### config.mk
export PLATFORM = sky130hd
export DESIGN_NAME = uart_tx_frame_gen
export DESIGN_NICKNAME = d
export VERILOG_FILES = /design/src/rtl/uart_tx_pkg.sv /design/src/rtl/uart_tx_shifter.sv /design/src/rtl/uart_tx_frame_gen.sv
export SDC_FILE = /design/constraint.sdc
export NUM_CORES = 1
export LEC_CHECK = 0
export CAP_MARGIN = 20
export CORE_UTILIZATION = 30
export DETAILED_ROUTE_END_ITERATION = 16
export DONT_BUFFER_PORTS = 1
export HOLD_SLACK_MARGIN = 0.06
export PLACE_DENSITY = 0.51
export RECOVER_POWER = 50
export SLEW_MARGIN = 10
export SYNTH_ARGS = -nofsm -noshare
export SYNTH_HDL_FRONTEND = slang
export SYNTH_SLANG_ARGS = --single-unit
### constraint.sdc
create_clock -name CLK -period 3.2 [get_ports CLK]
set_input_delay 0.96 -clock CLK [delete_from_list [all_inputs] [get_ports CLK]]
set_output_delay 0.96 -clock CLK [all_outputs]
set_load 0.02 [all_outputs]
### src/rtl/uart_tx_pkg.sv
// rtl/uart_tx_pkg.sv - shared state encoding and frame constants for the UART TX frame generator
package uart_tx_pkg;

    typedef enum logic [2:0] {
        ST_IDLE   = 3'd0,
        ST_START  = 3'd1,
        ST_DATA   = 3'd2,
        ST_PARITY = 3'd3,
        ST_STOP1  = 3'd4,
        ST_STOP2  = 3'd5
    } tx_state_e;

    localparam logic PAR_EVEN = 1'b0;
    localparam logic PAR_ODD  = 1'b1;
    localparam logic STOP_1   = 1'b0;
    localparam logic STOP_2   = 1'b1;

    function automatic logic parity_bit(input logic word_xor, input logic typ);
        return (typ == PAR_ODD) ? ~word_xor : word_xor;
    endfunction

endpackage

### src/rtl/uart_tx_shifter.sv
// rtl/uart_tx_shifter.sv - parallel-load LSB-first shift register with registered word parity
module uart_tx_shifter #(
    parameter int DATA_WIDTH = 8
) (
    input  logic                  CLK,
    input  logic                  RST,
    input  logic                  load,
    input  logic                  shift,
    input  logic [DATA_WIDTH-1:0] din,
    output logic                  lsb,
    output logic                  parity
);

    logic [DATA_WIDTH-1:0] sr;

    always_ff @(posedge CLK) begin
        if (RST) begin
            sr     <= '0;
            parity <= 1'b0;
        end else if (load) begin
            sr     <= din;
            parity <= ^din;
        end else if (shift) begin
            sr <= {1'b0, sr[DATA_WIDTH-1:1]};
        end
    end

    assign lsb = sr[0];

endmodule

### src/rtl/uart_tx_frame_gen.sv
// rtl/uart_tx_frame_gen.sv - UART transmit frame FSM: start, data, optional parity, 1 or 2 stop bits
module uart_tx_frame_gen
    import uart_tx_pkg::*;
#(
    parameter int DATA_WIDTH = 8,
    parameter int CNT_W      = $clog2(DATA_WIDTH)
) (
    input  logic                  CLK,
    input  logic                  RST,
    input  logic                  baud_tick,
    input  logic [DATA_WIDTH-1:0] p_data,
    input  logic                  data_valid,
    input  logic                  par_en,
    input  logic                  par_typ,
    input  logic                  two_stop,
    output logic                  tx_out,
    output logic                  busy,
    output logic                  frame_start,
    output logic                  tx_done
);

    localparam logic [CNT_W-1:0] LAST_IDX = CNT_W'(DATA_WIDTH - 1);

    tx_state_e        state;
    logic [CNT_W-1:0] bit_idx;
    logic             par_en_l;
    logic             par_typ_l;
    logic             two_stop_l;
    logic             sh_lsb;
    logic             sh_parity;
    logic             frame_end;
    logic             accept;
    logic             shift_en;

    assign frame_end = baud_tick &&
                       ((state == ST_STOP1 && two_stop_l != STOP_2) || state == ST_STOP2);
    // A word waiting at the final stop tick is taken at once so frames run back-to-back.
    assign accept    = data_valid && (state == ST_IDLE || frame_end);
    assign shift_en  = baud_tick &&
                       (state == ST_START || (state == ST_DATA && bit_idx != LAST_IDX));

    uart_tx_shifter #(.DATA_WIDTH(DATA_WIDTH)) u_shifter (
        .CLK    (CLK),
        .RST    (RST),
        .load   (accept),
        .shift  (shift_en),
        .din    (p_data),
        .lsb    (sh_lsb),
        .parity (sh_parity)
    );

    always_ff @(posedge CLK) begin
        if (RST) begin
            state       <= ST_IDLE;
            bit_idx     <= '0;
            tx_out      <= 1'b1;
            busy        <= 1'b0;
            frame_start <= 1'b0;
            tx_done     <= 1'b0;
            par_en_l    <= 1'b0;
            par_typ_l   <= PAR_EVEN;
            two_stop_l  <= STOP_1;
        end else begin
            frame_start <= 1'b0;
            tx_done     <= 1'b0;
            if (accept) begin
                state       <= ST_START;
                bit_idx     <= '0;
                tx_out      <= 1'b0;
                busy        <= 1'b1;
                frame_start <= 1'b1;
                tx_done     <= frame_end;
                par_en_l    <= par_en;
                par_typ_l   <= par_typ;
                two_stop_l  <= two_stop;
            end else begin
                case (state)
                    ST_IDLE: begin
                        tx_out <= 1'b1;
                        busy   <= 1'b0;
                    end
                    ST_START: if (baud_tick) begin
                        state   <= ST_DATA;
                        bit_idx <= '0;
                        tx_out  <= sh_lsb;
                    end
                    ST_DATA: if (baud_tick) begin
                        if (bit_idx == LAST_IDX) begin
                            if (par_en_l) begin
                                state  <= ST_PARITY;
                                tx_out <= parity_bit(sh_parity, par_typ_l);
                            end else begin
                                state  <= ST_STOP1;
                                tx_out <= 1'b1;
                            end
                        end else begin
                            bit_idx <= bit_idx + CNT_W'(1);
                            tx_out  <= sh_lsb;
                        end
                    end
                    ST_PARITY: if (baud_tick) begin
                        state  <= ST_STOP1;
                        tx_out <= 1'b1;
                    end
                    ST_STOP1, ST_STOP2: if (baud_tick) begin
                        tx_out <= 1'b1;
                        if (frame_end) begin
                            state   <= ST_IDLE;
                            busy    <= 1'b0;
                            tx_done <= 1'b1;
                        end else begin
                            state <= ST_STOP2;
                        end
                    end
                    default: begin
                        state   <= ST_IDLE;
                        bit_idx <= '0;
                        tx_out  <= 1'b1;
                        busy    <= 1'b0;
                    end
                endcase
            end
        end
    end

endmodule
==> results.md, run 1 <==
- Setup violations remaining at the end of the flow were counted as 0.
- The initial antenna violation count is 0.
- The instance count of the mapped netlist is 140.
- Each instance of the synthesized netlist takes up on average 8.67 um2.
- The setup clock skew after layout is 0.0101 ns.
- Yosys mapped a number of flops with a built-in enable equal to 0.
- The detailed router finished its first iteration with 25 violations.
- Subtracting the final worst setup slack from the clock period gives 2.05 ns.
- The setup check on the worst reg-to-reg path leaves a slack of 1.15 ns.
- The maximum vdd drop is 0.185 mV.
- The total congestion overflow after global routing is 0.
- The row count is 22.
- The proportion of synthesized flip-flops having asynchronous set or reset is 0%.
- The startpoint identified for the worst register-to-register timing path is state[2].
- The fraction of the yosys area taken by sequential cells is 36.3%.
- The number of nets in the synthesized netlist is 157.
- The post-route netlist has 5.84% of its cells at a drive strength greater than 1.
- The HPWL after detailed placement is 1.95 mm.
- The worst path uses 64.1% of the clock period.
- The count of endpoints failing hold in the final timing report is 0.
- The tightest slew margin relative to the limit is 55.6%.
- The actual slew at the worst max-slew pin is 0.660 ns.
- The cell type contributing the most total cell area after synthesis is dfxtp_1.
- In this run the vertical extent of the chip is 65.6 um.
- The core outline area is 0.00377 mm2.
- The category of the most critical setup path is flop to flop.
- The pin count of the biggest net entering global routing is 15.
- After synthesis, the cell types taking the most area are dfxtp_1 (36%), a21oi_1 (8.7%), mux2i_1 (5.8%).
- The total detailed-routing wirelength is 2.64 mm.
- The final route contains 986 vias.
- The cts-stage hold buffer count is 0.
- 19 I/O pins were placed.
- The sort of element at the start of the critical path is a flop.
- Setup repair after global routing left no endpoint under its margin.
- The post-route total power is 682 uW.
- The maximum clock insertion buffer count is 2.
- The initial utilization of the core area, before any placement, comes to 32.2%.
- Dividing total power by cell area gives a power density of 528 mW/mm2.
- Timing would allow up to 488 MHz.
- Data on the critical path is required at its endpoint by 3.40 ns.
- On the final layout, the worst hold slack is 0.481 ns.
- The number of nets in the layout is 155.
- Yosys instantiated no cell more often than dfxtp_1.
- The run finished with clean final reports.
- The worst hold path was traced through 2 stages.
- The antenna cell count is 0.
- The number of global-route vias before repair is 995.
- TritonCTS built the clock tree.
- The first-pass iteration count of the detailed router is 4.
- The number of distinct library cell variants in the gate-level netlist after synthesis is 37.
- The post-CTS setup buffer count is 0.
- Once placement finished, the instance area stood at 0.00123 mm2.
- Clock-pin slew was measured on the worst setup and hold paths at 0.08 ns.
- The worst path meets setup with 1.15 ns of slack.
- The worst register-to-register path ends at u_shifter.sr[0].
- The floorplan step defined a die boundary enclosing 0.00430 mm2.
- In the routed design, unresolved DRC markers number 0.
- The post-cts gate resize count is 0.
- TritonCTS created 3 clock buffers.
- The tool flagged a number of max-cap violations equal to 0.
- The largest fanout of any net on the critical path is 14.
- At the later pin of the worst-skew pair, clock insertion delay measures 0.27 ns.
- The filler cells instantiated in the layout total 391.
- The area share of the leading cell type in the synthesized netlist is 36.3%.
- The count of input and output buffers is 0.
- Yosys printed 0 warnings.
- After routing the design area is 0.00129 mm2.
- The worst setup path is captured at a flop.
- By count the netlist is led by dfxtp_1 (22), a21oi_1 (21), o31ai_1 (8), xnor2_1 (8).
- The leakage power is 0.000464 uW.
- The worst min-delay path endpoint is bit_idx[2].
- At the end of routability-driven placement, the weighted congestion stood at 0.716.
- In the routed layout, each cell is associated on average with a via count of 5.33.
- The number of max-slew violations in the final report was 0.
- Prior to clock tree synthesis, the placed netlist has a worst setup slack of 1.05 ns.
- The clock root buffer is clkbuf_8.
- In this run the most critical hold path is launched from bit_idx[2].
- The deepest level of the CTS H-tree is 1.
- The count of nets left with antenna violations after detail routing is 0.
- The post-synthesis to final-layout area growth is 6.49%.
- The cell area after synthesis is 0.00121 mm2.
- Among all flip-flop cells after synthesis, the most frequent one is dfxtp_1.
- The sum of negative setup slack is 0 ns.
- Counting flops and latches in the post-synthesis netlist gives 22.
- Across every metal layer, demand over resource in global routing totals 13.9%.
- The average detailed-routed wire length per instance is 14.3 um.
- The tightest min-delay check is of the flop to flop type.
- For this design, the sink count on the clock tree is 22.
- The global-route wire length before repair is 4.54 mm.
- Data on the critical path arrives at its endpoint at 2.25 ns.
- The floorplan step set the die width to 65.6 um.
- The length in cells of the worst reg-to-reg path is 4.
==> stage by stage <==
| stage | instances | util (%) |
|---|---|---|
| finish | 185 | 34.3 |
| global route | 185 | 34.3 |
| CTS | 185 | 34.6 |
| detailed placement | 181 | 32.7 |
| global placement | 181 | 32.7 |
| floorplan | 140 | - |
==> area by class of cell <==
class,instances,area [um2],area share [%]
clock inverters,1,30.0,2.32
clock buffers,3,41.3,3.19
multi-input cells,108,709,54.9
well taps,48,60.1,4.65
flip-flops and latches,22,440,34.1
inverters,3,11.3,0.871
==> power breakdown <==
part,leakage [uW],internal [uW],switching [uW]
Combinational,0.000247,46.8,57.7
Sequential,0.000181,295,23.8
Clock,0.0000357,167,91.8
==> cell usage in the layout (no fill, tap or decap) <==
| cell type | synthesis | layout |
|---|---|---|
| o2111ai_1 | 1 | 1 |
| o31a_1 | 1 | 1 |
| dfxtp_1 | 22 | 22 |
| nor3b_2 | 1 | 1 |
| nor3b_1 | 2 | 2 |
| bufinv_16 | 0 | 1 |
| nor3_1 | 2 | 2 |
| mux2i_1 | 7 | 7 |
| a2111oi_0 | 2 | 2 |
| o21ai_0 | 2 | 5 |
| o31ai_1 | 8 | 9 |
| o21ai_1 | 6 | 3 |
| nor2b_2 | 1 | 1 |
| or2_2 | 1 | 1 |
| nand3_1 | 7 | 7 |
| inv_1 | 1 | 2 |
| a21oi_1 | 21 | 21 |
| o21ai_4 | 1 | 1 |
| clkbuf_8 | 0 | 3 |
| a211oi_1 | 1 | 1 |
| a311oi_1 | 1 | 1 |
| clkinv_1 | 1 | 1 |
| nand4_1 | 1 | 1 |
| xnor2_1 | 8 | 8 |
| nor2_1 | 6 | 6 |
| a22oi_1 | 1 | 1 |
| and2b_1 | 1 | 1 |
| nand2_1 | 7 | 7 |
| a31oi_1 | 1 | 1 |
| o211ai_1 | 1 | 1 |
| nor2b_1 | 4 | 4 |
| a21o_1 | 4 | 4 |
| nand2b_1 | 6 | 6 |
| ha_1 | 2 | 2 |
==> sequential cells by signal, indices dropped and copies added (netlist names) <==
signal	flops
two_stop_l	1
u_shifter.parity	1
bit_idx	3
par_en_l	1
u_shifter.sr	8
tx_done	1
tx_out	1
state	3
frame_start	1
busy	1
par_typ_l	1
==> cell families (layout without fill, tap and decap cells) <==
kind of cell,after synthesis,after routing,synth area share [%]
adder cells (fa/ha/maj),2,2,2.06
XOR/XNOR,8,8,5.77
AND/OR/NAND/NOR,39,39,17.5
multiplexers,7,7,5.77
AO/OA/AOI/OAI,52,52,28.5
buffers and inverters,10,7,4.12
flip-flops,22,22,36.3
==> worst max-delay path, stage by stage, from the launching register on <==
cell	delay, ns
dfxtp_1	0.60
inv_1	0.15
o31ai_1	0.62
nand2_1	0.39
a21oi_1	0.22
==> how the worst max path moves through the flow <==
stage / start / to / slack [ns] / cells past startpoint
4_1_cts: baud_tick / state[1] / 1.33 / 4
3_3_place_gp: baud_tick / state[1] / 1.12 / 4
3_5_place_dp: baud_tick / state[1] / 1.05 / 4
6_report: state[2] / u_shifter.sr[0] / 1.15 / 4
5_1_grt: state[2] / u_shifter.sr[3] / 0.86 / 4
2_1_floorplan: RST / state[1] / 1.32 / 4
==> layer usage <==
metal / global-route usage (%) / part of all wire [%] / vias up / wire (um)
li1: - / - / 508 / -
met3: 3.30 / 3.0 / 5 / 80
met4: 7.61 / 1.8 / 0 / 47
met5: 0 / 0 / - / 0
met2: 21.5 / 48 / 11 / 1260
met1: 17.7 / 47 / 462 / 1250
(Power assumes the default switching activity.)
==> run 2, diff against run 1 <==
--- a/config.mk
+++ b/config.mk
@@ -10,7 +10,7 @@
 export DETAILED_ROUTE_END_ITERATION = 16
 export DONT_BUFFER_PORTS = 1
 export HOLD_SLACK_MARGIN = 0.06
-export PLACE_DENSITY = 0.51
+export PLACE_DENSITY = 0.52
 export RECOVER_POWER = 50
 export SLEW_MARGIN = 10
 export SYNTH_ARGS = -nofsm -noshare
==> constraint.sdc (replaced) <==
create_clock -name CLK -period 1.8 [get_ports CLK]
set_input_delay 0.54 -clock CLK [delete_from_list [all_inputs] [get_ports CLK]]
set_output_delay 0.54 -clock CLK [all_outputs]
set_load 0.02 [all_outputs]
==> results.md, run 2 (same netlist as run 1, synthesis figures left out) <==
- The flow ran to the end, and the final reports show no timing, DRC or antenna violations.
- At the pin with the least slew margin, the transition time is 0.414 ns.
- The count of endpoints failing hold in the final timing report is 0.
- The floorplan step defined a core boundary enclosing 0.00377 mm2.
- The most frequent standard cell in the layout excluding fill and tap cells is dfxtp_1.
- The total power divided by cell area is 904 mW/mm2.
- Wires add up to 2.54 mm.
- Headroom to the max-slew limit came out at 71.7%.
- The later pin in the worst-skew pair is clocked with a latency of 0.26 ns.
- The path class of the tightest hold or removal check is primary input to flop.
- The detailed router finished its first iteration with 19 violations.
- The y dimension of the die is 65.6 um.
- The terminus of the critical flop-to-flop path is tx_out.
- The initial antenna violation count is 0.
- The worst register-to-register path has a setup slack of 0.11 ns.
- The count of boundary I/O pins is 19.
- The clock tree from TritonCTS is done.
- The via density per instance is 5.36.
- The maximum clock insertion buffer count is 2.
- The setup clock skew after layout is 0.000785 ns.
- The nature of the critical path endpoint is a flop.
- Counting instances, the worst hold path has a depth of 1.
- In this run, flip-flops and latches consume 45.3% of the power.
- The cell area reported after detailed placement is 0.00129 mm2.
- The detailed placement HPWL is 2.02 mm.
- The count of input and output buffers is 0.
- STA classifies the critical path startpoint as a flop.
- The multi-input combinational cell area is 723 um2.
- The final critical delay including setup and external delays is 1.69 ns.
- The maximum vdd drop is 0.310 mV.
- Wire segments on met2 add up to 1.18 mm in the final route.
- Buffers inserted to repair hold after CTS numbered 0.
- In the layout the commonest cells are dfxtp_1 (22), a21oi_1 (21), o31ai_1 (8), xnor2_1 (8).
- The final clock period utilization by the worst path is 93.8%.
- The average detailed-routed wire length per instance is 13.2 um.
- The total congestion overflow after global routing is 0.
- 0 antenna diodes ended up in the layout.
- The number of buffers inserted during clock tree synthesis is 3.
- The launching point of the worst reg2reg path is bit_idx[0].
- The sum of negative setup slack is 0 ns.
- The path with the worst hold slack has its endpoint at busy.
- The number of max-slew violations in the final report was 0.
- The die covers 0.00430 mm2.
- The largest register by flop count is u_shifter.sr.
- Summing all non-filler instances in the final layout gives an area of 0.00136 mm2.
- The congestion estimate from routability-driven global placement came to 0.772.
- The clock network accounts for 37.0% of the total power.
- The smallest hold slack is 0.336 ns.
- The worst register-to-register path has a depth of 6.
- Counting every sink on the clock net gives 22.
- The deepest level of the CTS H-tree is 1.
- Summing over every cut layer, the via total after detailed routing is 1,035.
- Signal routing reaches up to met4.
- The number of global-route vias before repair is 966.
- The count of nets left with antenna violations once routing finished came out at 0.
- The end-of-flow core utilization is 36.1%.
- The required time at the endpoint of the critical path is 1.94 ns.
- The first detailed-routing pass ran for 4 iterations.
- The leakage power is 0.000501 uW.
- In this run the power spent charging and discharging nets is 309 uW.
- The fill cell total of the finished layout is 385.
- The row count is 22.
- Relative to the synthesized area, the layout overhead comes to 12.3%.
- Gates resized during post-CTS repair numbered 0.
- The routed wire length on met3 is 74 um.
- In the final design database the tool counted 163 nets.
- The upper clock frequency limit is 592 MHz.
- Across the run, the number of max-cap violations was 0.
- Post-CTS timing repair inserted 0 buffers for setup.
- The clock-pin slew on the worst setup and hold paths is 0.08 ns.
- The post-route netlist has 11.7% of its cells at a drive strength greater than 1.
- In this run the worst path has a maximum fanout of 5.
- The worst hold path begins at RST.
- The clock root buffer is clkbuf_8.
- The routed metal-1 wirelength is 1.23 mm.
- The fraction of power consumed by combinational cells is 17.7%.
- The die span in x is 65.6 um.
- The total of endpoints with negative setup slack in the final report is 0.
- The overall global routing resource usage is 13.5%.
- In the final layout, the registers with the most flip-flops are u_shifter.sr x8, bit_idx x3, state x3.
- The cell-internal power is 922 uW.
- In this run switching power makes up 25.1% of total power.
- The worst path arrival time is 1.83 ns.
- The initial utilization of the core area, before any placement, comes to 32.2%.
- The DRC violation count after routing is 0.
- Setup repair after global routing left no endpoint under its margin.
- The critical path in this run is classified as flop to flop.
- Entering global routing, the biggest net connects 14 pins.
- The global-route wire length before repair is 4.45 mm.
- The sequential cell area in the final layout is 440 um2.
- The flip-flop count of the largest register after layout is 8.
[run 2: layout make-up]
cell class	count	area share, %
clock buffers	3	3.03
flip-flops and latches	22	32.3
repair buffers	8	4.13
inverters	3	0.826
multi-input cells	108	53.1
clock inverters	1	2.20
well taps	48	4.41
[run 2: layer usage]
layer,global-route usage (%),vias to the layer above
met1,18.7,488
met2,20.6,14
met5,0,-
met4,6.52,0
met3,1.74,5
li1,-,528
[run 2: worst max-delay path: stages, from the launching register on]
cell and delay (ns):
dfxtp_1 0.33, ha_1 0.20, ha_1 0.24, nor3b_2 0.29
a311oi_1 0.08, a2111oi_0 0.34, o31ai_1 0.10
[run 2: how the worst max path moves through the flow]
| stage | start | end | slack, ns | depth (start not counted) |
|---|---|---|---|---|
| after floorplan | bit_idx[0] | tx_out | 0.28 | 6 |
| after global placement | bit_idx[0] | tx_out | 0.19 | 6 |
| after detailed placement | bit_idx[0] | tx_out | 0.1 | 6 |
| after CTS | bit_idx[0] | tx_out | 0.09 | 6 |
| after global routing | bit_idx[0] | tx_out | 0.04 | 6 |
| final | bit_idx[0] | tx_out | 0.11 | 6 |
[run 2: power by group through the flow]
stage	registers, uW	clock network (uW)	logic (uW)
floorplan	560	0	184
global placement	568	0	219
detailed placement	569	0	222
CTS	558	469	223
global route	563	498	245
finish	557	456	218
[run 2: stage by stage]
| step | instances | worst slack, ns | power [uW] |
|---|---|---|---|
| after floorplan | 140 | 0.277 | 744 |
| after global placement | 189 | 0.192 | 787 |
| after detailed placement | 189 | 0.0995 | 791 |
| after CTS | 193 | 0.0927 | 1250 |
| after global routing | 193 | 0.0404 | 1310 |
| final | 193 | 0.112 | 1230 |
